### src/rtl/reg_file_pkg.sv
// Shared sizing and payload types for the architectural register file.
package reg_file_pkg;

  // ROB geometry: tags wrap modulo ROB_SIZE.
  localparam int unsigned ROB_SIZE  = 16;
  localparam int unsigned ROB_LOG   = $clog2(ROB_SIZE);

  // Architectural register geometry; x0 is hardwired to zero.
  localparam int unsigned NREG      = 32;
  localparam int unsigned XLEN      = 32;
  localparam int unsigned REG_IDX_W = 5;
  localparam int unsigned NRD       = 2;

  typedef logic [ROB_LOG-1:0]   rob_tag_t;
  typedef logic [REG_IDX_W-1:0] reg_idx_t;
  typedef logic [XLEN-1:0]      word_t;

  localparam reg_idx_t REG_ZERO = '0;

  // Operand lookup response: value is meaningful when !busy, tag when busy.
  typedef struct packed {
    logic     busy;
    rob_tag_t tag;
    word_t    value;
  } rd_resp_t;

endpackage

### src/rtl/reg_file_if.sv
// Issue/commit/operand-read bundle between the core and the register file.
interface reg_file_if;
  import reg_file_pkg::*;

  logic     rdy;
  logic     rob_flush;

  logic     issue_valid;
  reg_idx_t issue_dest;
  rob_tag_t issue_RobId;

  reg_idx_t rs1_index;
  reg_idx_t rs2_index;
  logic     rs1_busy;
  logic     rs2_busy;
  rob_tag_t rs1_tag;
  rob_tag_t rs2_tag;
  word_t    rs1_value;
  word_t    rs2_value;

  logic     commit_enable;
  reg_idx_t commit_index;
  rob_tag_t commit_RobId;
  word_t    commit_value;

  // Core side: drives issue, commit and read indices.
  modport master (
    output rdy, rob_flush,
    output issue_valid, issue_dest, issue_RobId,
    output rs1_index, rs2_index,
    input  rs1_busy, rs2_busy, rs1_tag, rs2_tag, rs1_value, rs2_value,
    output commit_enable, commit_index, commit_RobId, commit_value
  );

  // Register file side.
  modport slave (
    input  rdy, rob_flush,
    input  issue_valid, issue_dest, issue_RobId,
    input  rs1_index, rs2_index,
    output rs1_busy, rs2_busy, rs1_tag, rs2_tag, rs1_value, rs2_value,
    input  commit_enable, commit_index, commit_RobId, commit_value
  );

endinterface

### src/rtl/reg_file.sv
// Architectural register file with rename tags and a same-cycle commit bypass.
module reg_file
  import reg_file_pkg::*;
(
  input  logic       clk,
  input  logic       rst,
  reg_file_if.slave  rf
);

  // Per-register state.
  word_t          value_q [NREG];
  logic [NREG-1:0] busy_q;
  rob_tag_t       tag_q   [NREG];

  // Local copies of the bundle for readability.
  logic     rdy;
  logic     rob_flush;
  logic     issue_valid;
  reg_idx_t issue_dest;
  rob_tag_t issue_tag;
  logic     commit_en;
  reg_idx_t commit_idx;
  rob_tag_t commit_tag;
  word_t    commit_val;

  assign rdy         = rf.rdy;
  assign rob_flush   = rf.rob_flush;
  assign issue_valid = rf.issue_valid;
  assign issue_dest  = rf.issue_dest;
  assign issue_tag   = rf.issue_RobId;
  assign commit_en   = rf.commit_enable;
  assign commit_idx  = rf.commit_index;
  assign commit_tag  = rf.commit_RobId;
  assign commit_val  = rf.commit_value;

  // Commits to x0 are discarded; renames are dropped under flush.
  logic commit_live_c;
  logic rename_live_c;

  assign commit_live_c = commit_en && (commit_idx != REG_ZERO);
  assign rename_live_c = issue_valid && (issue_dest != REG_ZERO) && !rob_flush;

  // Operand lookup: x0 reads zero, a matching commit releases the operand this cycle.
  function automatic rd_resp_t port_read(input reg_idx_t idx);
    rd_resp_t r;
    r.busy  = busy_q[idx];
    r.tag   = tag_q[idx];
    r.value = value_q[idx];
    if (idx == REG_ZERO) begin
      r.busy  = 1'b0;
      r.tag   = '0;
      r.value = '0;
    end else if (commit_en && (commit_idx == idx) && busy_q[idx] &&
                 (tag_q[idx] == commit_tag)) begin
      r.busy  = 1'b0;
      r.value = commit_val;
    end
    return r;
  endfunction

  reg_idx_t rd_index [NRD];
  rd_resp_t rd_resp  [NRD];

  assign rd_index[0] = rf.rs1_index;
  assign rd_index[1] = rf.rs2_index;

  // Both read ports share one lookup function.
  for (genvar p = 0; p < NRD; p++) begin : g_rd
    assign rd_resp[p] = port_read(rd_index[p]);
  end

  assign rf.rs1_busy  = rd_resp[0].busy;
  assign rf.rs1_tag   = rd_resp[0].tag;
  assign rf.rs1_value = rd_resp[0].value;
  assign rf.rs2_busy  = rd_resp[1].busy;
  assign rf.rs2_tag   = rd_resp[1].tag;
  assign rf.rs2_value = rd_resp[1].value;

  // Commit writes value; flush clears busy; rename beats a same-cycle release.
  always_ff @(posedge clk or posedge rst) begin
    if (rst) begin
      for (int i = 0; i < int'(NREG); i++) begin
        value_q[i] <= '0;
        busy_q[i]  <= 1'b0;
        tag_q[i]   <= '0;
      end
    end else if (rdy) begin
      for (int i = 1; i < int'(NREG); i++) begin
        if (commit_live_c && (commit_idx == reg_idx_t'(i))) begin
          value_q[i] <= commit_val;
        end
        if (rob_flush) begin
          busy_q[i] <= 1'b0;
        end else if (rename_live_c && (issue_dest == reg_idx_t'(i))) begin
          busy_q[i] <= 1'b1;
          tag_q[i]  <= issue_tag;
        end else if (commit_live_c && (commit_idx == reg_idx_t'(i)) &&
                     busy_q[i] && (tag_q[i] == commit_tag)) begin
          busy_q[i] <= 1'b0;
        end
      end
    end
  end

endmodule
### src/flat_wrapper.sv
// flat-port wrapper written by rule: the top's interface ports become plain ports
module reg_file_flat import reg_file_pkg::*;
  (clk, rst, rf_rdy, rf_rob_flush, rf_issue_valid, rf_issue_dest, rf_issue_RobId, rf_rs1_index, rf_rs2_index, rf_rs1_busy, rf_rs2_busy, rf_rs1_tag, rf_rs2_tag, rf_rs1_value, rf_rs2_value, rf_commit_enable, rf_commit_index, rf_commit_RobId, rf_commit_value);
  reg_file_if rf_i ();
  input  logic clk;
  input  logic rst;
  input wire logic [$bits(rf_i.rdy)-1:0] rf_rdy;
  input wire logic [$bits(rf_i.rob_flush)-1:0] rf_rob_flush;
  input wire logic [$bits(rf_i.issue_valid)-1:0] rf_issue_valid;
  input wire logic [$bits(rf_i.issue_dest)-1:0] rf_issue_dest;
  input wire logic [$bits(rf_i.issue_RobId)-1:0] rf_issue_RobId;
  input wire logic [$bits(rf_i.rs1_index)-1:0] rf_rs1_index;
  input wire logic [$bits(rf_i.rs2_index)-1:0] rf_rs2_index;
  output wire logic [$bits(rf_i.rs1_busy)-1:0] rf_rs1_busy;
  output wire logic [$bits(rf_i.rs2_busy)-1:0] rf_rs2_busy;
  output wire logic [$bits(rf_i.rs1_tag)-1:0] rf_rs1_tag;
  output wire logic [$bits(rf_i.rs2_tag)-1:0] rf_rs2_tag;
  output wire logic [$bits(rf_i.rs1_value)-1:0] rf_rs1_value;
  output wire logic [$bits(rf_i.rs2_value)-1:0] rf_rs2_value;
  input wire logic [$bits(rf_i.commit_enable)-1:0] rf_commit_enable;
  input wire logic [$bits(rf_i.commit_index)-1:0] rf_commit_index;
  input wire logic [$bits(rf_i.commit_RobId)-1:0] rf_commit_RobId;
  input wire logic [$bits(rf_i.commit_value)-1:0] rf_commit_value;
  assign rf_i.rdy = rf_rdy;
  assign rf_i.rob_flush = rf_rob_flush;
  assign rf_i.issue_valid = rf_issue_valid;
  assign rf_i.issue_dest = rf_issue_dest;
  assign rf_i.issue_RobId = rf_issue_RobId;
  assign rf_i.rs1_index = rf_rs1_index;
  assign rf_i.rs2_index = rf_rs2_index;
  assign rf_rs1_busy = rf_i.rs1_busy;
  assign rf_rs2_busy = rf_i.rs2_busy;
  assign rf_rs1_tag = rf_i.rs1_tag;
  assign rf_rs2_tag = rf_i.rs2_tag;
  assign rf_rs1_value = rf_i.rs1_value;
  assign rf_rs2_value = rf_i.rs2_value;
  assign rf_i.commit_enable = rf_commit_enable;
  assign rf_i.commit_index = rf_commit_index;
  assign rf_i.commit_RobId = rf_commit_RobId;
  assign rf_i.commit_value = rf_commit_value;
  reg_file u_core (.clk(clk), .rst(rst), .rf(rf_i));
endmodule
### config.mk
export PLATFORM = sky130hd
export DESIGN_NAME = reg_file_flat
export DESIGN_NICKNAME = d
export VERILOG_FILES = /design/src/rtl/reg_file_pkg.sv /design/src/rtl/reg_file_if.sv /design/src/rtl/reg_file.sv /design/src/flat_wrapper.sv
export SDC_FILE = /design/constraint.sdc
export NUM_CORES = 2
export LEC_CHECK = 0
export BUFFER_PORTS_ARGS = -buffer_cell sky130_fd_sc_hd__buf_2
export CORE_MARGIN = 4
export CORE_UTILIZATION = 45
export DETAILED_ROUTE_END_ITERATION = 8
export GPL_ROUTABILITY_DRIVEN = 1
export PLACE_DENSITY_LB_ADDON = 0.2
export SETUP_SLACK_MARGIN = 0.1
export SLEW_MARGIN = 10
export SYNTH_ARGS = -nofsm -noshare
export SYNTH_HDL_FRONTEND = slang
export SYNTH_SLANG_ARGS = --single-unit
### constraint.sdc
create_clock -name clk -period 44.2 [get_ports clk]
set_input_delay 4.42 -clock clk [delete_from_list [all_inputs] [get_ports clk]]
set_output_delay 4.42 -clock clk [all_outputs]
set_load 0.05 [all_outputs]
# ---- Yosys cells after proc, flatten, opt, wreduce, memory -nomap -nowiden
# Index checks and enable logic that the tools add are counted.
dict set report op_classes {
  order_cmp 4
  eq_ne 97
  muxes 119
  bitwise_logic 3
  n_reduce_logical 262
}
# op n
set op_table {}
lappend op_table {{$bmux W32 S5} 2}
lappend op_table {{$mux W32} 8}
lappend op_table {{$eq A5 B5 Y1 const B} 32}
lappend op_table {{$logic_and A1 B1 Y1} 133}
lappend op_table {{$eq A4 B4 Y1} 33}
lappend op_table {{$reduce_and A2 Y1} 62}
lappend op_table {{$mux W1} 99}
lappend op_table {{$reduce_and A3 Y1} 31}
lappend op_table {{$reduce_bool A3 Y1} 31}
lappend op_table {{$eq A5 B4 Y1 const B} 16}
lappend op_table {{$bmux W4 S5} 2}
lappend op_table {{$eq A5 B3 Y1 const B} 8}
lappend op_table {{$mux W4} 6}
lappend op_table {{$eq A5 B2 Y1 const B} 4}
lappend op_table {{$ge A6 B6 Y1 const B} 2}
lappend op_table {{$lt A5 B6 Y1 const B} 2}
lappend op_table {{$not A5 Y6} 2}
lappend op_table {{$bmux W1 S5} 2}
lappend op_table {{$eq A5 B1 Y1 const B} 2}
lappend op_table {{$eq A5 B5 Y1} 2}
lappend op_table {{$logic_not A5 Y1} 2}
lappend op_table {{$reduce_bool A5 Y1} 2}
lappend op_table {{$logic_not A1 Y1} 1}
lappend op_table {{$not A1 Y1} 1}
dict set report totals {
  ff_bits 1147
  in_bits 66
  out_inout_bits 74
  wordCells 578
}

# ---- Logic depth before layout (Yosys ltp)
dict set report logic_depth {
  depth_word 8
  depth_mapped 12
}

# ---- Least setup slack after synthesis
# No wires, ideal clock.
dict set report synth_timing {
  path_type {input -> output}
  start {input rf_rs2_index[0]}
  end {output rf_rs2_value[14]}
  arrival_time_ns 7.525
  t_required_ns 39.780
  slack_ns 32.255
  cell_stages 9
  path_cell_list {buf_6 mux4_2 o211ai_1 a21oi_1 or4_1 xnor2_1 nor4_4 buf_6 mux2_1}
}
dict set report synth_between {
  elab_chain_cells 8
  word_cells_on_any_way 17
  cone_classes {eq/ne (2); mux (10); bitwise (1); reduce/logical (4)}
}
# element line_no
set synth_rtl {}
lappend synth_rtl {{start: declaration} flat_wrapper.sv:13} ;# input wire logic [$bits(rf_i.rs2_index)-1:0] rf_rs2_index;
lappend synth_rtl {{$not A5 Y6 (not written as such)} {reg_file.sv:48, reg_file.sv:54}}
lappend synth_rtl {{$bmux W4 S5} reg_file.sv:54} ;# (tag_q[idx] == commit_tag)) begin
lappend synth_rtl {{$mux W4 (not written as such) (2 in a row)} reg_file.sv:54}
lappend synth_rtl {{$eq A4 B4 Y1} reg_file.sv:54}
lappend synth_rtl {{$logic_and A1 B1 Y1} reg_file.sv:53} ;# end else if (commit_en && (commit_idx == idx) && busy_q[idx] &&
lappend synth_rtl {{$mux W32} reg_file.sv:53}
lappend synth_rtl {{$mux W32 (*)} reg_file.sv:49} ;# if (idx == REG_ZERO) begin
lappend synth_rtl {{end: declaration} flat_wrapper.sv:19} ;# output wire logic [$bits(rf_i.rs2_value)-1:0] rf_rs2_value;
# Every way passes the cells marked *; elsewhere a longest branch is shown, timed or not. The select of a mux whose other input is x is not followed.

# ---- Final worst setup path
dict set report layout_timing {
  start {input rf_rs2_index[0]}
  end {output rf_rs2_value[12]}
}
# The elaborated chain is that of the path after synthesis.

==> results by group <==
Clock tree
  • Worst-path clk slew: 0.05 ns
  • Clk root buf: clkbuf_16
  • Post-cts resize count: 0
  • TritonCTS buffer count: 134
  • Post-CTS setup buffers: 0
  • Clk buf depth: 3
  • CTS tree: done
  • CTS Hold Bufs: 0
  • CTS sink cnt: 1147
  • H-tree depth: 4
  • Skew-Pair Late Insertion Delay: 0.77 ns

Detailed routing
  • Vias/cell: between 6 and 7
  • 1st-pass router iterations: 5
  • DR WL/cell: 31.1 um
  • Via count: approximately 39000
  • DRC: 0
  • First-iteration detailed-routing DRC count: between 3000 and 4000
  • ANT nets after route: 0
  • WL final: between 150000 and 200000 um

GRT
  • Vias in the first global route: ~41000
  • Largest net degree at the start of global routing: 163
  • First-pass GRT wire length: approximately 280000 um
  • Initial antenna violation count: 6
  • Total grt overflow: 0
  • GRT Overall Usage: 26.2%

Pwr
  • P_leak: between 30 and 40 nW
  • Peak VDD IR: roughly 0.032 mV
  • PD cells: about 42 nW/um^2

Floorplan
  • Die width: around 380 um
  • IO Pins: 140
  • Initial cell density of the core: a little under half
  • Cell Rows: 137
  • Vert. Die Dim: 384 um
  • Die Footprint: 148000 um^2
  • Core area: 140000 um^2

STA
  • RSZ-0062 raised after global routing: no
  • F_max: around 73 MHz
  • Final hold vios: 0
  • Final period utilization: 31.2%
  • Skew final: 0.00661 ns
  • Slew @ Worst Pin: ~1.2 ns
  • Min cycle time layout: 13.78 ns
  • Max-slew violations: 0
  • TNS Setup: 0 ns
  • Slew HR: 22.6%
  • Final setup fails: 0

Cells and area
  • Multi-input logic area: 33500 um^2
  • Layout area overhead: 10.5%
  • Layout Nets: 4231
  • Most frequent cells in the layout: 1222 x mux2_2, 1147 x dfrtp_1, 610 x mux4_2
  • Fin util: between 50% and 60%
  • Seq. cell area: 28700 um^2
  • Fill count: 12000
  • Share of layout cells above drive strength 1: 54.5%
  • Commonest non-fill, non-tap cell in the layout: mux2_2

Place
  • HPWL after DPL: around 110000 um
  • PortBufs: around 140
  • GPL Wtd Cong: 0.897

Synth
  • Synth Net Count: 4304
  • Yosys top cell area share: 45.0%
  • Mapped Cells: 4238
  • Synthesized area per cell: 15.0 um^2
  • Area leader, netlist: dfrtp_1
  • Top post-synthesis cells by area: dfrtp_1 45%, mux2_2 22%, mux4_2 22%, mux2i_1 1.7%, clkbuf_1 1.6%
  • Mapped Area: approximately 64000 um^2
  • Syn. warnings: 37
  • Yosys reg bits: 1147
  • Leading register cell type out of synthesis: dfrtp_1
  • Post-synth EDFFs: 0
  • Post-synth ARST share: 100%
  • Number of distinct library cells after synthesis: 61
  • Sequential area share after synthesis: about 45%

Setup path
  • CP endpoint kind: primary output
  • Worst Reg-to-Reg Cells: 4
  • WS Path Type: in2out
  • Type of origin of the critical path: primary input
  • Worst Path Arrival: 9.36 ns
  • WP data required: 39.78 ns
  • Crit-path max FO: 62

Worst hold path
  • Hold Crit Class: reg2reg
  • Cell count of the worst hold path: 1

Outcome
  • Status: completed

Flow run
  • Max-cap violations: 0
[final cells by class]
cell class | count | area share (%)
Clock inverter | 40 | 0.575
Inverter | 15 | 0.105
Tap cell | 1876 | 3.33
Timing Repair Buffer | 216 | 1.95
Multi-Input combinational cell | 2651 | 47.5
Clock buffer | 198 | 5.78
Antenna cell | 5 | 0.0178
Sequential cell | 1147 | 40.7
[path summary, 6_finish.rpt]
kind | startpoint | to | slack (ns)
max in group asynchronous | rst | u_core.value_q[89]$_DFFE_PP0P_ | 36.49
worst max register to register | u_core.tag_q[1]$_DFFE_PP0P_ | u_core.busy_q[31]$_DFFE_PP0P_ | 42.69
min in group asynchronous | rst | u_core.value_q[388]$_DFFE_PP0P_ | 3.85
worst max-delay path | rf_rs2_index[0] | rf_rs2_value[12] | 30.42
worst min-delay path | u_core.value_q[315]$_DFFE_PP0P_ | u_core.value_q[315]$_DFFE_PP0P_ | 0.52
worst min register to register | u_core.value_q[315]$_DFFE_PP0P_ | u_core.value_q[315]$_DFFE_PP0P_ | 0.52
[where the power goes]
group	internal, W	total, W	leakage (nW)	switching, W
clock	0.000668	0.00112	2.20	0.000454
sequential	0.00118	0.00128	15.3	0.0000992
combinational	0.000285	0.000528	13.7	0.000244
[critical path, cell delays in order]
cell      delay [ns]
buf_8           0.57
buf_4           0.80
buf_4           0.83
mux4_2          0.61
o22ai_1         0.16
a211o_1         0.21
and4b_1         0.20
o221ai_1        0.14
nor4_4          0.18
buf_4           0.49
mux2_2          0.40
buf_2           0.21
[flip-flops by register name (all words and copies together) (netlist names)]
signal and flops:
u_core.value_q 992, u_core.tag_q 124, u_core.busy_q 31
[logic make-up after synthesis]
| logic type | count (synthesis) | share of synthesized area [%] |
|---|---|---|
| XOR/XNOR | 139 | 1.91 |
| multiplexers | 1982 | 45.6 |
| AND/OR/NAND/NOR | 344 | 2.68 |
| AO/OA/AOI/OAI | 186 | 1.98 |
| flip-flops | 1147 | 45.0 |
| buffers and inverters | 440 | 2.87 |
[stage by stage]
stage / std cells / hold WS [ns] / area (um^2) / total power [W] / setup slack [ns]
finish: 6148 / 0.522 / 70500 / 0.00293 / 30.42
global route: 6146 / 0.528 / 70500 / 0.00305 / 30.03
CTS: 6143 / 0.523 / 70500 / 0.00295 / 30.26
detailed placement: 5905 / 0.510 / 66000 / 0.00183 / 30.28
global placement: 5905 / 0.500 / 66000 / 0.00181 / 30.36
floorplan: 4238 / 0.483 / 63800 / 0.00169 / 7.48
[synthesized netlist by cell type (4+ instances only)]
master / number
o211ai_1: 13
o22ai_1: 9
mux2_2: 1222
buf_4: 11
buf_2: 64
clkinv_1: 4
nand4_1: 14
and3_1: 4
a211oi_1: 13
o21ai_0: 70
a221oi_1: 14
a21oi_1: 4
nor2_1: 54
a211o_1: 4
a22oi_1: 9
nand2b_1: 14
nor4_1: 32
mux2i_1: 108
clkbuf_1: 267
or4_1: 5
nand2_1: 138
a31oi_1: 5
nor3b_1: 4
xor2_1: 92
nor2b_1: 27
mux2_1: 42
dfrtp_1: 1147
nor3_1: 11
mux4_2: 610
inv_1: 10
buf_1: 75
buf_6: 8
a2111oi_0: 7
xnor2_1: 47
nand3_1: 24
a31o_2: 17
[layer usage]
layer  share of wire, %  track usage [%]
met4                3.8             9.67
met3                5.9             4.77
met5             0.0063                0
met1                 42             35.7
met2                 48             42.2
Note: power is estimated with default switching activity, not from simulation.
